$ cat config.mk
export PLATFORM = sky130hd
export DESIGN_NAME = parity_frame_ctrl
export DESIGN_NICKNAME = d
export VERILOG_FILES = /design/src/rtl/parity_pkg.sv /design/src/rtl/parity_accum.sv /design/src/rtl/parity_frame_ctrl.sv
export SDC_FILE = /design/constraint.sdc
export NUM_CORES = 1
export LEC_CHECK = 0
export CORE_MARGIN = 4
export CORE_UTILIZATION = 47
export DETAILED_ROUTE_END_ITERATION = 8
export HOLD_SLACK_MARGIN = 0.15
export PLACE_DENSITY = 0.74
export SYNTH_ARGS = -nofsm -noshare
export SYNTH_HDL_FRONTEND = slang
export SYNTH_HIERARCHICAL = 1
export SYNTH_SLANG_ARGS = --single-unit
export TNS_END_PERCENT = 10
$ cat constraint.sdc
create_clock -name clock -period 2.4 [get_ports clock]
set_input_delay 0.48 -clock clock [delete_from_list [all_inputs] [get_ports clock]]
set_output_delay 0.48 -clock clock [all_outputs]
set_load 0.005 [all_outputs]
$ cat src/rtl/parity_pkg.sv
// Shared definitions for the parity frame controller: FSM state encoding,
// parity-mode constants and the parity-check helper.
package parity_pkg;

  typedef enum logic [1:0] {
    IDLE   = 2'd0,
    DATA   = 2'd1,
    PARITY = 2'd2,
    DONE   = 2'd3
  } state_t;

  localparam bit PARITY_MODE_EVEN = 1'b1;
  localparam bit PARITY_MODE_ODD  = 1'b0;

  // 1 when data parity plus received parity bit disagree with the selected mode
  function automatic logic parity_error(input logic acc, input logic pbit, input bit even);
    return acc ^ pbit ^ even ^ 1'b1;
  endfunction

endpackage

$ cat src/rtl/parity_accum.sv
// 1-bit serial XOR accumulator: async active-low reset, synchronous clear
// (takes priority over enable), and a per-bit enable.
module parity_accum (
  input  logic clock,
  input  logic reset,
  input  logic clear,
  input  logic enable,
  input  logic d,
  output logic acc
);

  always_ff @(posedge clock or negedge reset) begin
    if (!reset)
      acc <= 1'b0;
    else if (clear)
      acc <= 1'b0;
    else if (enable)
      acc <= acc ^ d;
  end

endmodule

$ cat src/rtl/parity_frame_ctrl.sv
// Frame controller: sequences DATA_BITS data bits plus one parity bit through
// a serial parity accumulator, flags parity errors and counts errored frames.
module parity_frame_ctrl
  import parity_pkg::*;
#(
  parameter int unsigned DATA_BITS   = 8,
  parameter bit          PARITY_EVEN = PARITY_MODE_EVEN,
  parameter int unsigned ERR_CNT_W   = 8
) (
  input  logic                               clock,
  input  logic                               reset,
  input  logic                               start,
  input  logic                               in,
  input  logic                               in_valid,
  output logic                               busy,
  output logic                               run_parity,
  output logic [$clog2(DATA_BITS+1)-1:0]     bit_cnt,
  output logic                               frame_done,
  output logic                               parity_err,
  output logic [ERR_CNT_W-1:0]               err_count
);

  localparam int unsigned CNT_W = $clog2(DATA_BITS + 1);
  localparam logic [CNT_W-1:0] LAST_BIT = CNT_W'(DATA_BITS - 1);

  state_t state_q, state_d;
  logic   acc_clr;
  logic   acc_en;
  logic   par_take;
  logic   err;

  always_ff @(posedge clock or negedge reset) begin
    if (!reset)
      state_q <= IDLE;
    else
      state_q <= state_d;
  end

  always_comb begin
    state_d  = state_q;
    acc_clr  = 1'b0;
    acc_en   = 1'b0;
    par_take = 1'b0;
    unique case (state_q)
      IDLE: begin
        if (start) begin
          acc_clr = 1'b1;
          state_d = DATA;
        end
      end
      DATA: begin
        if (in_valid) begin
          acc_en = 1'b1;
          if (bit_cnt == LAST_BIT)
            state_d = PARITY;
        end
      end
      PARITY: begin
        if (in_valid) begin
          par_take = 1'b1;
          state_d  = DONE;
        end
      end
      DONE: state_d = IDLE;
      default: state_d = IDLE;
    endcase
  end

  assign busy       = (state_q != IDLE);
  assign frame_done = (state_q == DONE);
  assign err        = parity_error(run_parity, in, PARITY_EVEN);

  parity_accum u_accum (
    .clock  (clock),
    .reset  (reset),
    .clear  (acc_clr),
    .enable (acc_en),
    .d      (in),
    .acc    (run_parity)
  );

  always_ff @(posedge clock or negedge reset) begin
    if (!reset)
      bit_cnt <= '0;
    else if (acc_clr)
      bit_cnt <= '0;
    else if (acc_en)
      bit_cnt <= bit_cnt + CNT_W'(1);
  end

  // Error flag survives into IDLE for read-back; only an accepted start clears it
  always_ff @(posedge clock or negedge reset) begin
    if (!reset) begin
      parity_err <= 1'b0;
      err_count  <= '0;
    end else if (acc_clr) begin
      parity_err <= 1'b0;
    end else if (par_take) begin
      parity_err <= err;
      if (err && (err_count != '1))
        err_count <= err_count + ERR_CNT_W'(1);
    end
  end

endmodule
==> metrics.yaml <==
status:
  status: "completed"
min_path:
  holdCritPathClass: "reg -> reg"
  hold_path_end: "err_count[7]"
  min_from: "err_count[7]"
  worstHoldPathCells: 1
place:
  port_buffers: 20
  gp_congestion: 0.7279
  dp.final_hpwl_um: 1261
power_and_ir_drop:
  p_leak_nw: 0.4785
  pwr-share-comb_pct: 45.9
  switchingPower_w: 0.0003649
  swShare_pct: 35.33
  internal_power_w: 0.0006678
  ir_worst_vdd_uv: 548.3
  p_seq_share_pct: 41.1
  powerDensity_mw_per_mm2: 932.6
  clkPwrFrac_pct: 13.0
detailed_routing:
  drt-initial-drc-count: 14
  drc: 0
  via_count: 651
  wl_um: 1600
  drtAntennaViolNets: 0
  vias_per_cell: 5.167
  wl_per_cell_um: 12.70
  dr.pass1.iters: 4
synth:
  syn_area_um2: 868.3
  synth_nets: 91
  synth_top_area_cell: "dfrtp_1"
  synth_top_area_share_pct: 46.11
  synth_cells: 80
  synth-seq-cells: 16
  synth-edff-count: 0
  synth.area.top_cells: "dfrtp_1 46%, ha_1 8.6%, xnor2_1 5.0%"
  syn_avg_cell_area_um2: 10.85
  synth_warnings: 6
  synth.distinct_cells: 31
  ys.flop_type: "dfrtp_1"
  ys_seq_area_share_pct: 46.11
  async_flop_share_pct: 100.0
clock_tree:
  cts_sinks: 16
  ctsResizeCount: 0
  postCtsSetupBuffers: 0
  clk_root_buffer_cell: "clkbuf_4"
  htreeDepth: 1
  clkSlewWorstSetupHoldPaths_ns: 0.08
  insertion_delay_ns: 0.28
  postCtsHoldBufs: 0
  cts_buffers: 3
  clock_path_buffers: 2
  cts_tree: "done"
sta:
  setup_viol: 0
  hold_viol_final: 0
  fin_crit_sh_pct: 84.31
  period_needed_ns: 2.023
  fmax_mhz: 494.2
  slew_headroom_pct: 54.06
  worst_pin_slew_ns: 0.6870
  final_max_slew_viol_count: 0
  rsz0062_at_grt: "false"
  fin_skew_ns: 0.004529
  fin_tns_setup_ns: 0
  whs_ns: 0.5241
finish:
  layout_commonest_cell: "clkdlybuf4s50_1"
  area.growth.synth_to_final_pct: 27.52
  final_layout_size_suffix_gt1_share_pct: 7.921
  nets: 114
  layout_common_cells: "20 x clkdlybuf4s50_1, 16 x dfrtp_1, 7 x nand2_1"
  n_antenna_cell: 0
floorplanning:
  ios: 21
  start_util_pct: 49.75
  die_h_um: 50.98
  rows: 15
  coreArea_mm2: 0.001745
  dieArea_mm2: 0.002599
  die_w_um: 50.98
critical_path:
  regToRegSetupSlack_ns: 0.48
  startpoint_type: "register"
  critPathRequiredTime_ns: 1.92
  worstSetupPathType: "reg -> out"
  arrival_ns: 1.54
  r2r-start: "state_q[0]"
  worst-r2r-cell-count: 6
  end_kind: "output port"
  crit_path_max_fanout: 4
  timing.rr.end: "err_count[1]"
global_route:
  grt_use_total_pct: 14.75
  grt_first_pass_wirelength_um: 2829
  antenna_found_initial: 0
  grt_overflow_total: 0
  grt_pass1_vias: 658
  grt_max_degree: 17
job:
  maxCapViolCount: 0
metrics by stage:
step	setup slack (ns)	std cells	power, W	util (%)	instance area [um2]
floorplan	0.5823	80	0.0007038	-	868.3
global placement	0.2971	123	0.0008938	62.15	1085
detailed placement	0.2452	123	0.0009100	62.15	1085
CTS	0.3633	126	0.001050	63.44	1107
global route	0.2645	126	0.001131	63.44	1107
finish	0.3766	126	0.001033	63.44	1107
metal layers:
| layer | GRT usage [%] | share of wire, % | vias up |
|---|---|---|---|
| met4 | 4.036 | 1.4 | 0 |
| met5 | 0 | 0 | - |
| li1 | - | - | 321 |
| met1 | 18.33 | 44 | 311 |
| met3 | 6.414 | 5.5 | 5 |
| met2 | 23.18 | 49 | 14 |
cell usage after synthesis, types with 2 or more instances:
| cell type | n |
|---|---|
| nand2b_1 | 2 |
| ha_1 | 6 |
| a21oi_1 | 2 |
| nand4_1 | 4 |
| xor2_1 | 3 |
| nand2_1 | 7 |
| nand3b_1 | 2 |
| a31oi_1 | 3 |
| nor2_1 | 5 |
| xnor2_1 | 5 |
| and2_1 | 2 |
| inv_1 | 5 |
| dfrtp_1 | 16 |
cells by family (layout without fill, tap and decap cells):
kind of cell             count (synthesis)  after routing  synth area share (%)
AO/OA/AOI/OAI                           13             13                 10.66
XOR/XNOR                                 8              8                 8.069
adder cells (fa/ha/maj)                  6              6                 8.645
buffers and inverters                    7             28                 3.890
flip-flops                              16             16                 46.11
multiplexers                             2              2                 2.593
AND/OR/NAND/NOR                         28             28                 20.03
layout make-up:
cell class              instances  area [um2]
multi-input cells              57       434.2
flip-flops and latches         16       400.4
well taps                      25       31.28
fillers                       155       638.1
repair buffers                 20       200.2
inverters                       5       18.77
clock buffers                   3       22.52
worst max path at each step:
stage                     cells past startpoint       start      endpoint  slack (ns)
after global routing                          4  state_q[0]          busy        0.26
after CTS                                     4  state_q[0]          busy        0.36
final                                         4  state_q[0]          busy        0.38
after global placement                        5    in_valid  err_count[1]        0.30
after floorplan                               7  state_q[0]  err_count[6]        0.58
after detailed placement                      5    in_valid  err_count[1]        0.25
state kept, by name, indices dropped and copies added, names as in the netlist:
name         count
err_count        8
bit_cnt          4
state_q          2
parity_err       1
u_accum/acc      1
worst max-delay path, stage by stage (launching register included):
cell             delay (ns)
dfrtp_1                0.40
inv_1                  0.08
ha_1                   0.24
inv_1                  0.06
clkdlybuf4s50_1        0.48
power by group through the flow:
stage	Sequential, W	Clock [W]	Combinational (W)
global placement	0.000423	0	0.000471
finish	0.000425	0.000134	0.000474
floorplan	0.000421	0	0.000283
global route	0.000441	0.000158	0.000532
CTS	0.000425	0.000141	0.000484
detailed placement	0.000430	0	0.000480
Note: power is estimated with default switching activity, not from simulation.
